==> config.mk <==
export PLATFORM = sky130hd
export DESIGN_NAME = multicycle_control
export DESIGN_NICKNAME = d
export VERILOG_FILES = /design/src/rtl/ctrl_pkg.sv /design/src/rtl/multicycle_control.sv
export SDC_FILE = /design/constraint.sdc
export NUM_CORES = 1
export LEC_CHECK = 0
export ABC_AREA = 0
export CORE_UTILIZATION = 35
export CTS_BUF_LIST = sky130_fd_sc_hd__clkbuf_4 sky130_fd_sc_hd__clkbuf_8
export CTS_CLUSTER_SIZE = 14
export DETAILED_ROUTE_END_ITERATION = 12
export GPL_TIMING_DRIVEN = 0
export PLACE_DENSITY = 0.86
export SKIP_LAST_GASP = 1
export SLEW_MARGIN = 40
export SYNTH_ARGS = -nofsm -noshare
export SYNTH_HDL_FRONTEND = slang
export SYNTH_SLANG_ARGS = --single-unit
==> constraint.sdc <==
create_clock -name clk -period 1.28 [get_ports clk]
set_clock_uncertainty 0.1 [all_clocks]
set_input_delay 0.256 -clock clk [delete_from_list [all_inputs] [get_ports clk]]
set_output_delay 0.256 -clock clk [all_outputs]
set_load 0.02 [all_outputs]
==> src/rtl/ctrl_pkg.sv <==
// ctrl_pkg: shared control definitions for the multicycle datapath.
// Used by multicycle_control, alu_control and the datapath top.
// Optional feature macro: CTRL_JUMP_EN (adds the JUMP state and the J opcode).
package ctrl_pkg;

  localparam int OPCODE_W = 6;

  // Supported opcodes (instruction bits [31:26])
  localparam logic [OPCODE_W-1:0] OP_RTYPE = 6'b000000;
  localparam logic [OPCODE_W-1:0] OP_LW    = 6'b100011;
  localparam logic [OPCODE_W-1:0] OP_SW    = 6'b101011;
  localparam logic [OPCODE_W-1:0] OP_BEQ   = 6'b000100;
  localparam logic [OPCODE_W-1:0] OP_ADDI  = 6'b001000;
  localparam logic [OPCODE_W-1:0] OP_J     = 6'b000010;

  // aluOp encodings
  localparam logic [1:0] ALUOP_ADD   = 2'b00;
  localparam logic [1:0] ALUOP_SUB   = 2'b01;
  localparam logic [1:0] ALUOP_FUNCT = 2'b10;

  // aluSrcB encodings
  localparam logic [1:0] SRCB_REGB   = 2'b00;
  localparam logic [1:0] SRCB_FOUR   = 2'b01;
  localparam logic [1:0] SRCB_IMM    = 2'b10;
  localparam logic [1:0] SRCB_BRANCH = 2'b11;

  // pcSource encodings
  localparam logic [1:0] PCSRC_ALU    = 2'b00;
  localparam logic [1:0] PCSRC_ALUOUT = 2'b01;
  localparam logic [1:0] PCSRC_JUMP   = 2'b10;

`ifdef CTRL_JUMP_EN
  typedef enum logic [3:0] {
    S_FETCH  = 4'd0,
    S_DECODE = 4'd1,
    S_MEMADR = 4'd2,
    S_MEMRD  = 4'd3,
    S_MEMWB  = 4'd4,
    S_MEMWR  = 4'd5,
    S_REXEC  = 4'd6,
    S_RWB    = 4'd7,
    S_AEXEC  = 4'd8,
    S_AWB    = 4'd9,
    S_BEQ    = 4'd10,
    S_JUMP   = 4'd11
  } state_t;
`else
  typedef enum logic [3:0] {
    S_FETCH  = 4'd0,
    S_DECODE = 4'd1,
    S_MEMADR = 4'd2,
    S_MEMRD  = 4'd3,
    S_MEMWB  = 4'd4,
    S_MEMWR  = 4'd5,
    S_REXEC  = 4'd6,
    S_RWB    = 4'd7,
    S_AEXEC  = 4'd8,
    S_AWB    = 4'd9,
    S_BEQ    = 4'd10
  } state_t;
`endif

  // True when the opcode is one this controller can sequence.
  function automatic logic op_is_legal(input logic [OPCODE_W-1:0] op);
    logic legal;
    case (op)
      OP_RTYPE, OP_LW, OP_SW, OP_BEQ, OP_ADDI: legal = 1'b1;
`ifdef CTRL_JUMP_EN
      OP_J:                                    legal = 1'b1;
`endif
      default:                                 legal = 1'b0;
    endcase
    return legal;
  endfunction

endpackage

==> src/rtl/multicycle_control.sv <==
// multicycle_control: Moore control FSM sequencing fetch/decode/execute/
// memory/writeback for the multicycle datapath.
// Optional feature macro: CTRL_JUMP_EN (J opcode decodes to the JUMP state;
// without it, J is an illegal opcode and pcSource never exceeds 01).
module multicycle_control
  import ctrl_pkg::*;
#(
  parameter int OPW = 6
) (
  input  logic           clk,
  input  logic           rst,
  input  logic [OPW-1:0] opcode,
  input  logic           memReady,
  output logic           pcWrite,
  output logic           pcWriteCond,
  output logic           iorD,
  output logic           memRead,
  output logic           memWrite,
  output logic           irWrite,
  output logic           regDst,
  output logic           memToReg,
  output logic           regWrite,
  output logic           aluSrcA,
  output logic [1:0]     aluSrcB,
  output logic [1:0]     aluOp,
  output logic [1:0]     pcSource,
  output logic           illegalOp
);

  state_t                state_r;
  state_t                next_state_s;
  logic                  illegal_r;
  logic [OPCODE_W-1:0]   op_s;
  logic                  op_legal_s;

  assign op_s       = OPCODE_W'(opcode);
  assign op_legal_s = op_is_legal(op_s);
  assign illegalOp  = illegal_r;

  // State register; reset parks the FSM in FETCH immediately.
  always_ff @(posedge clk or posedge rst) begin
    if (rst) begin
      state_r <= S_FETCH;
    end else begin
      state_r <= next_state_s;
    end
  end

  // Sticky illegal-opcode flag, set on the edge leaving DECODE.
  always_ff @(posedge clk or posedge rst) begin
    if (rst) begin
      illegal_r <= 1'b0;
    end else if (state_r == S_DECODE && !op_legal_s) begin
      illegal_r <= 1'b1;
    end else begin
      illegal_r <= illegal_r;
    end
  end

  // Next-state logic: memReady only matters in FETCH/MEMRD/MEMWR, opcode
  // only in DECODE/MEMADR.
  always_comb begin
    next_state_s = S_FETCH;
    case (state_r)
      S_FETCH: begin
        if (memReady) begin
          next_state_s = S_DECODE;
        end else begin
          next_state_s = S_FETCH;
        end
      end
      S_DECODE: begin
        case (op_s)
          OP_LW, OP_SW: next_state_s = S_MEMADR;
          OP_RTYPE:     next_state_s = S_REXEC;
          OP_ADDI:      next_state_s = S_AEXEC;
          OP_BEQ:       next_state_s = S_BEQ;
`ifdef CTRL_JUMP_EN
          OP_J:         next_state_s = S_JUMP;
`endif
          default:      next_state_s = S_FETCH;
        endcase
      end
      S_MEMADR: begin
        case (op_s)
          OP_LW:   next_state_s = S_MEMRD;
          OP_SW:   next_state_s = S_MEMWR;
          default: next_state_s = S_FETCH;
        endcase
      end
      S_MEMRD: begin
        if (memReady) begin
          next_state_s = S_MEMWB;
        end else begin
          next_state_s = S_MEMRD;
        end
      end
      S_MEMWR: begin
        if (memReady) begin
          next_state_s = S_FETCH;
        end else begin
          next_state_s = S_MEMWR;
        end
      end
      S_REXEC: next_state_s = S_RWB;
      S_AEXEC: next_state_s = S_AWB;
      S_MEMWB, S_RWB, S_AWB, S_BEQ: next_state_s = S_FETCH;
`ifdef CTRL_JUMP_EN
      S_JUMP:  next_state_s = S_FETCH;
`endif
      default: next_state_s = S_FETCH;
    endcase
  end

  // Output decode from state; the FETCH strobes are additionally gated by
  // memReady and held low while rst is asserted.
  always_comb begin
    pcWrite     = 1'b0;
    pcWriteCond = 1'b0;
    iorD        = 1'b0;
    memRead     = 1'b0;
    memWrite    = 1'b0;
    irWrite     = 1'b0;
    regDst      = 1'b0;
    memToReg    = 1'b0;
    regWrite    = 1'b0;
    aluSrcA     = 1'b0;
    aluSrcB     = SRCB_REGB;
    aluOp       = ALUOP_ADD;
    pcSource    = PCSRC_ALU;
    case (state_r)
      S_FETCH: begin
        memRead = 1'b1;
        aluSrcB = SRCB_FOUR;
        irWrite = memReady & ~rst;
        pcWrite = memReady & ~rst;
      end
      S_DECODE: begin
        aluSrcB = SRCB_BRANCH;
      end
      S_MEMADR: begin
        aluSrcA = 1'b1;
        aluSrcB = SRCB_IMM;
      end
      S_MEMRD: begin
        iorD    = 1'b1;
        memRead = 1'b1;
      end
      S_MEMWB: begin
        regWrite = 1'b1;
        memToReg = 1'b1;
      end
      S_MEMWR: begin
        iorD     = 1'b1;
        memWrite = 1'b1;
      end
      S_REXEC: begin
        aluSrcA = 1'b1;
        aluOp   = ALUOP_FUNCT;
      end
      S_RWB: begin
        regWrite = 1'b1;
        regDst   = 1'b1;
      end
      S_AEXEC: begin
        aluSrcA = 1'b1;
        aluSrcB = SRCB_IMM;
      end
      S_AWB: begin
        regWrite = 1'b1;
      end
      S_BEQ: begin
        aluSrcA     = 1'b1;
        aluOp       = ALUOP_SUB;
        pcWriteCond = 1'b1;
        pcSource    = PCSRC_ALUOUT;
      end
`ifdef CTRL_JUMP_EN
      S_JUMP: begin
        pcWrite  = 1'b1;
        pcSource = PCSRC_JUMP;
      end
`endif
      default: begin
        pcWrite = 1'b0;
      end
    endcase
  end

endmodule

==> results of run 1 <==
## through the flow
stage | area [um^2] | utilization | cells | worst slack [ps] | hold WS [ps]
floorplan | 684 | - | 72 | -138 | -57.0
global placement | 943 | 0.690 | 111 | -850 | 349
detailed placement | 943 | 0.690 | 111 | -854 | 380
CTS | 1210 | 0.886 | 138 | -415 | 126
## what timing repair did
item,in CTS
setup endpoints to repair,21
buffers inserted,22
resized for setup,120
pin swaps,13
gates cloned,1
## kinds of logic after synthesis
logic type                after synthesis
AOI/OAI and AO/OA                      17
xor gates and xnor gates                2
buffers and inverters                  13
DFF                                     5
muxes                                   2
other                                   1
and+or+nand+nor                        32
==> results.tsv, run 1 <==
stage	metric	value	unit
outcome	failing_step	global routing (5_1_grt)	
yosys	synth_seq_cells	5	
yosys	synthFlopType	dfrtp_1	
sta	worstEndpointType	top-level output	
yosys	synth_top_family_by_area	simple AND/OR/NAND/NOR gates	
yosys	syn_area_per_cell	7.44	um^2
clock_tree	cts.path.max_buffers	2	
yosys	yosys.area.top_type	dfrtp_1	
clock_tree	numCtsBuffers	3	
yosys	synth_common_cells	nor2_1, a21oi_1, dfrtp_1, nand2b_1	
yosys	yosysWarnings	0	
yosys	synth_nets	81	
floorplan	rows	13	
global_route	antenna_found_initial	0	
yosys	ys_types	33	
yosys	synth_edf_count	0	
clock_tree	root_buffer	clkbuf_4	
yosys	async_flop_share	1.00	
yosys	synthXorXnorAreaFrac	0.0327	
yosys	syn_area	536	um^2
floorplan	fp.dieW	41.1	um
outcome	status	did not finish	
clock_tree	htreeDepth	1	
yosys	synth.area.mux_share	0.0397	
yosys	synthMostInstantiatedCell	nor2_1	
global_route	grt_max_degree	9	
yosys	synth.top_cells.by_area	dfrtp_1, nor2_1, nand2b_1	
clock_tree	hold_buffers	0	
floorplan	start_util	0.392	
floorplan	chipHeight	41.1	um
yosys	synth_compound_area_frac	0.208	
placed_design	globalplace.congestion	0.836	
placed_design	hpwl	1.16	mm
clock_tree	clock_sinks	5	
yosys	synthSimpleGateAreaFrac	0.357	
outcome	run.stop_error	[ERROR DPL-0033] detailed placement checks failed during check placement.	
floorplan	pin_count	26	
yosys	syn_inst	72	
placed_design	io_buffers	24	
yosys	ys_seq_area_frac	0.234	
sta	repair-timing-grt-worst-ep	pcWrite	
yosys	synth_top_area_frac	0.234	
yosys	synthAdderAreaFrac	0	
==> inputs of run 2 (changes only) <==
Settings changed: CORE_AREA set to 2 2 63 65, CORE_UTILIZATION 35 to unset, CTS_BUF_LIST sky130_fd_sc_hd__clkbuf_4 sky130_fd_sc_hd__clkbuf_8 to unset, CTS_CLUSTER_SIZE 14 to unset, DIE_AREA set to 0 0 65 67, PLACE_DENSITY 0.86 to unset, PLACE_DENSITY_LB_ADDON set to 0.15.
Clock period 1.28 ns to 1.65 ns, I/O delays scaled along.
==> results.tsv, run 2 <==
stage	metric	value	unit	change
critical_path	critPathLaunchType	flip-flop		
critical_path	critical_path.endpoint_type	output pin		
placed_design	dpl_cell_area	838	um^2	-11%
critical_path	arrival	1300	ps	
floorplan	core_area	3610	um^2	
sta	period_needed	1730	ps	
placed_design	hpwl	1.24	mm	+6.6%
clock_tree	numCtsBuffers	3		unchanged
sta	drv_slew	0		
detailed_routing	viasPerCell	4.16		
yosys	synth_top_family_by_area	simple AND/OR/NAND/NOR gates		
clock_tree	htreeDepth	1		unchanged
placed_design	io_buffers	24		unchanged
critical_path	crit_fanout	5		
yosys	synth_nets	81		unchanged
finish	postLayoutCellArea	1140	um^2	
global_route	grt_pass1_wl	3.14	mm	
critical_path	worstPathRequired	1220	ps	
sta	grt_setup_unrepaired	yes		
finish	fill_cells	405		
outcome	status	finished with violations		
pwr	vdd_drop_max	254	uV	
yosys	synthFlopType	dfrtp_1		
yosys	ys_types	33		unchanged
clock_tree	clkLatencyLatePin	220	ps	
sta	setup_ws	-79.1	ps	
sta	post-route-period-util	1.05		
finish	final_common_cell	buf_4		
yosys	synth.top_cells.by_area	dfrtp_1, nor2_1, nand2b_1		
clock_tree	clock_sinks	5		unchanged
detailed_routing	via_count	678		
detailed_routing	first_pass_iters	2		
yosys	synthAdderAreaFrac	0		unchanged
yosys	synth_top_area_frac	0.234		unchanged
yosys	syn_area	536	um^2	unchanged
yosys	syn_area_per_cell	7.44	um^2	unchanged
detailed_routing	final_antenna_net_count	0		
clock_tree	clk_pin_slew	40	ps	
sta	clock.fmax	0.578	GHz	
global_route	grt_overflow_total	0		
yosys	synth_common_cells	nor2_1, a21oi_1, dfrtp_1, nand2b_1		
pwr	leakage	0.495	nW	
yosys	synth_seq_cells	5		unchanged
yosys	syn_inst	72		unchanged
critical_path	rr_worst_depth	6		
floorplan	start_util	0.149		-0.243
detailed_routing	drc_errors	0		
global_route	grt_pass1_vias	636		
yosys	yosys.area.top_type	dfrtp_1		
yosys	synthMostInstantiatedCell	nor2_1		
outcome	failed_checks	negative setup slack		
floorplan	rows	22		+9
finish	layout.cells.non_filler	163		
yosys	synth_compound_area_frac	0.208		unchanged
floorplan	chipHeight	67	um	+63%
sta	setup_viol	8		
hold_path	min_path_type	in -> async		
clock_tree	cts_tree	built		
finish	largest_reg_flops	4		
floorplan	dieArea	4360	um^2	
finish	nNetsFinal	125		
finish	final_cell_mix	buf_4, buf_6, nor2_1		
pwr	power_density	514	nW/um^2	
yosys	ys_seq_area_frac	0.234		unchanged
global_route	grtUsageTotal	0.0966		
yosys	synth.area.mux_share	0.0397		unchanged
detailed_routing	drtIter0Drc	18		
yosys	async_flop_share	1.00		unchanged
flow_run	cap_violations	0		
finish	area.growth.synth_to_final	112	%	
floorplan	fp.dieW	65	um	+58%
clock_tree	root_buffer	clkbuf_8		
clock_tree	cts.path.max_buffers	2		unchanged
yosys	synthXorXnorAreaFrac	0.0327		unchanged
placed_design	globalplace.congestion	0.738		-12%
yosys	synth_edf_count	0		unchanged
finish	fin_util	0.315		
global_route	antenna_found_initial	0		
sta	finalHoldViolations	0		
detailed_routing	wl_per_cell	11.9	um	
finish	drive_gt1_frac	0.609		
global_route	grt_max_degree	11		
placed_design	placed_cells	144		+30%
floorplan	pin_count	26		unchanged
critical_path	criticalPathCategory	reg -> out		
finish	n_antenna_cell	0		
clock_tree	hold_buffers	0		unchanged
yosys	yosysWarnings	0		unchanged
detailed_routing	wirelength	1.93	mm	
finish	regMostFlops	state_r		
yosys	synthSimpleGateAreaFrac	0.357		unchanged
[run 2: metrics by stage]
step | total power [mW] | hold WS, ps | TNS, ps | setup slack (ps)
after CTS | 0.564 | 323 | -407 | -107
final | 0.584 | 322 | -331 | -79.1
after floorplan | 0.226 | 13.9 | -112 | -56.5
after global placement | 0.299 | 366 | -8550 | -676
after detailed placement | 0.299 | 369 | -8580 | -692
after global routing | 0.624 | 336 | -967 | -138
[run 2: area by class of cell]
| cell class | count | area, um^2 | area share |
|---|---|---|---|
| repair buffers | 41 | 348 | 0.306 |
| inverters | 4 | 15.0 | 0.0132 |
| well taps | 48 | 60.1 | 0.0529 |
| clock buffers | 4 | 45.0 | 0.0396 |
| flip-flops and latches | 5 | 126 | 0.111 |
| multi-input cells | 54 | 467 | 0.411 |
| plain buffers | 7 | 75.1 | 0.0661 |
[run 2: cells by family after synthesis]
family,count (synthesis)
other,1
AND/OR/NAND/NOR,32
flip-flops,5
multiplexers,2
AO/OA/AOI/OAI,17
buffers and inverters,13
XOR/XNOR,2
[run 2: routing by layer]
| layer | part of all wire | vias to the layer above | track usage |
|---|---|---|---|
| met5 | 0 | - | 0 |
| met1 | 0.44 | 315 | 0.118 |
| met2 | 0.49 | 24 | 0.159 |
| met3 | 0.058 | 2 | 0.0321 |
| met4 | 0.0098 | 0 | 0.0319 |
| li1 | - | 337 | - |
[run 2: final timing paths]
| path | from | end | slack (ps) |
|---|---|---|---|
| setup / recovery | state_r[3]$_DFF_PP0_ | pcWrite | -80 |
| hold / removal | rst | state_r[1]$_DFF_PP0_ | 320 |
| setup reg to reg | state_r[0]$_DFF_PP0_ | state_r[2]$_DFF_PP0_ | 50 |
| hold reg to reg | illegalOp$_DFFE_PP0P_ | illegalOp$_DFFE_PP0P_ | 370 |
| max in group asynchronous | rst | state_r[0]$_DFF_PP0_ | 1010 |
| min in group clk | illegalOp$_DFFE_PP0P_ | illegalOp$_DFFE_PP0P_ | 370 |
[run 2: critical path, cell delays in order (launching register included)]
cell     delay (ps)
dfrtp_1         410
buf_6           150
nor2_4           80
and4_4          230
buf_4           100
buf_6           100
[run 2: power by group]
group,total [mW],switching [mW],internal (mW)
sequential,0.135,0.00670,0.128
combinational,0.221,0.114,0.107
clock,0.228,0.0621,0.166
total,0.584,0.183,0.401
[run 2: timing repair]
action,4_1_cts,5_1_grt
setup buffers,11,6
gates resized for setup,106,23
endpoints found under the setup margin,18,18
cloned,0,1
hold endpoints to repair,0,0
pin swaps,6,10
No activity file was read; power rests on OpenSTA's default activity.
==> inputs of run 3 (changes only) <==
Settings changed: GPL_TIMING_DRIVEN 0 to unset.
==> results.tsv, run 3 (same netlist as run 2, synthesis figures left out) <==
stage	metric	value	unit	change
finish	drive_gt1_frac	0.592		-0.0170
clock_tree	clock_sinks	5		unchanged
placed_design	hpwl	1.40	mm	+13%
finish	largest_reg_flops	4		unchanged
clock_tree	clk_pin_slew	40	ps	about the same
sta	grt_setup_unrepaired	yes		
finish	layout.cells.non_filler	168		+3.1%
finish	regMostFlops	state_r		
detailed_routing	viasPerCell	4.00		-3.8%
finish	nNetsFinal	130		+4.0%
detailed_routing	wl_per_cell	10.5	um	-11%
global_route	grt_overflow_total	0		unchanged
hold_path	min_path_type	in -> async		
pwr	power	0.583	mW	-0.11%
finish	n_antenna_cell	0		unchanged
finish	final_common_cell	buf_4		
detailed_routing	final_antenna_net_count	0		unchanged
global_route	grtUsageTotal	0.0827		-0.0140
clock_tree	numCtsBuffers	3		unchanged
pwr	vdd_drop_max	365	uV	+44%
sta	clock.fmax	0.585	GHz	+1.2%
finish	area.growth.synth_to_final	108	%	
outcome	status	finished with violations		
finish	postLayoutCellArea	1110	um^2	-2.0%
floorplan	start_util	0.149		unchanged
outcome	failed_checks	negative setup slack		
detailed_routing	wirelength	1.77	mm	-8.5%
critical_path	arrival	1280	ps	-20 ps
sta	finalHoldViolations	0		unchanged
finish	fin_util	0.309		-0.00625
sta	period_needed	1710	ps	-20.3 ps
pwr	leakage	0.484	nW	-2.2%
finish	final_cell_mix	buf_4, nor2_1, buf_6		
clock_tree	cts_tree	built		
sta	drv_slew	0		unchanged
clock_tree	root_buffer	clkbuf_8		
floorplan	dieArea	4360	um^2	unchanged
global_route	grt_pass1_wl	2.82	mm	-10%
sta	post-route-period-util	1.04		-0.0123
detailed_routing	drtIter0Drc	9		-9
placed_design	dpl_cell_area	961	um^2	+15%
floorplan	core_area	3610	um^2	unchanged
global_route	antenna_found_initial	0		unchanged
critical_path	criticalPathCategory	reg -> out		
sta	setup_ws	-58.8	ps	+20.3 ps
placed_design	globalplace.congestion	0.743		+0.70%
placed_design	placed_cells	158		+9.7%
detailed_routing	first_pass_iters	3		+1
clock_tree	clkLatencyLatePin	220	ps	about the same
global_route	grt_max_degree	11		unchanged
clock_tree	htreeDepth	1		unchanged
global_route	grt_pass1_vias	662		+4.1%
detailed_routing	via_count	672		-0.88%
floorplan	fp.dieW	65	um	unchanged
flow_run	cap_violations	0		unchanged
critical_path	critical_path.endpoint_type	output pin		
detailed_routing	drc_errors	0		unchanged
clock_tree	cts.path.max_buffers	2		unchanged
placed_design	io_buffers	24		unchanged
sta	tns	-210	ps	+121 ps
critical_path	worstPathRequired	1220	ps	about the same
critical_path	rr_worst_depth	5		-1
floorplan	pin_count	26		unchanged
sta	setup_viol	5		-3
floorplan	rows	22		unchanged
floorplan	chipHeight	67	um	unchanged
critical_path	crit_fanout	7		+2
critical_path	critPathLaunchType	flip-flop		
pwr	power_density	524	nW/um^2	+1.9%
## run 3: cell types whose count changed in the layout (fill, tap and decap cells not counted), sizes merged
cell / change
buf: +5
clkdlybuf4s50: +1
dlymetal6s2s: -1
## run 3: per-layer routing
metal / share of wire / routed length, um / track usage / vias to the layer above
li1: - / - / - / 345
met1: 0.43 / 769 / 0.0908 / 306
met2: 0.49 / 872 / 0.151 / 21
met3: 0.071 / 126 / 0.0270 / 0
met4: 0 / 0 / 0.0239 / 0
met5: 0 / 0 / 0 / -
## run 3: final cells by class
cell class / count / area [um^2]
clock buffer: 4 / 45.0
fill: 401 / 2490
inverter: 4 / 15.0
multi-input combinational: 54 / 430
sequential: 5 / 129
tap: 48 / 60.1
timing repair buffer: 53 / 434
## run 3: worst paths after layout
path,slack (ps),to,start
worst max-delay path,-60,iorD,state_r[1]$_DFF_PP0_
worst min-delay path,330,state_r[0]$_DFF_PP0_,rst
worst max register to register,100,state_r[2]$_DFF_PP0_,state_r[1]$_DFF_PP0_
worst min register to register,370,illegalOp$_DFFE_PP0P_,illegalOp$_DFFE_PP0P_
max in group asynchronous,1000,state_r[2]$_DFF_PP0_,rst
min in group clk,370,illegalOp$_DFFE_PP0P_,illegalOp$_DFFE_PP0P_
## run 3: timing repair
item / 4_1_cts / 5_1_grt
endpoints found under the setup margin: 18 / 14
pin swaps: 5 / 5
hold buffers: 0 / 0
setup buffers: 4 / 2
resized for setup: 87 / 19
## run 3: through the flow
step                hold WS (ps)  setup WS [ps]
floorplan                   13.9          -56.5
global placement             376           -449
detailed placement           372           -439
CTS                          351          -81.0
global route                 348           -133
finish                       330          -58.8
## run 3: worst max-delay path: stages (launching register included)
cell	delay, ps
dfrtp_2	430
buf_6	150
xnor2_1	130
nor3_1	160
buf_4	180
## run 3: power breakdown
group	internal [mW]	leakage (nW)	switching, mW
Clock	0.166	0.0228	0.0596
Sequential	0.128	0.0580	0.00626
Combinational	0.114	0.403	0.110
==> inputs of run 4 (changes only) <==
Settings changed: CTS_CLUSTER_DIAMETER set to 30.
==> results of run 4 <==
The final DEF is identical to that of run 3; final timing and power are the same.
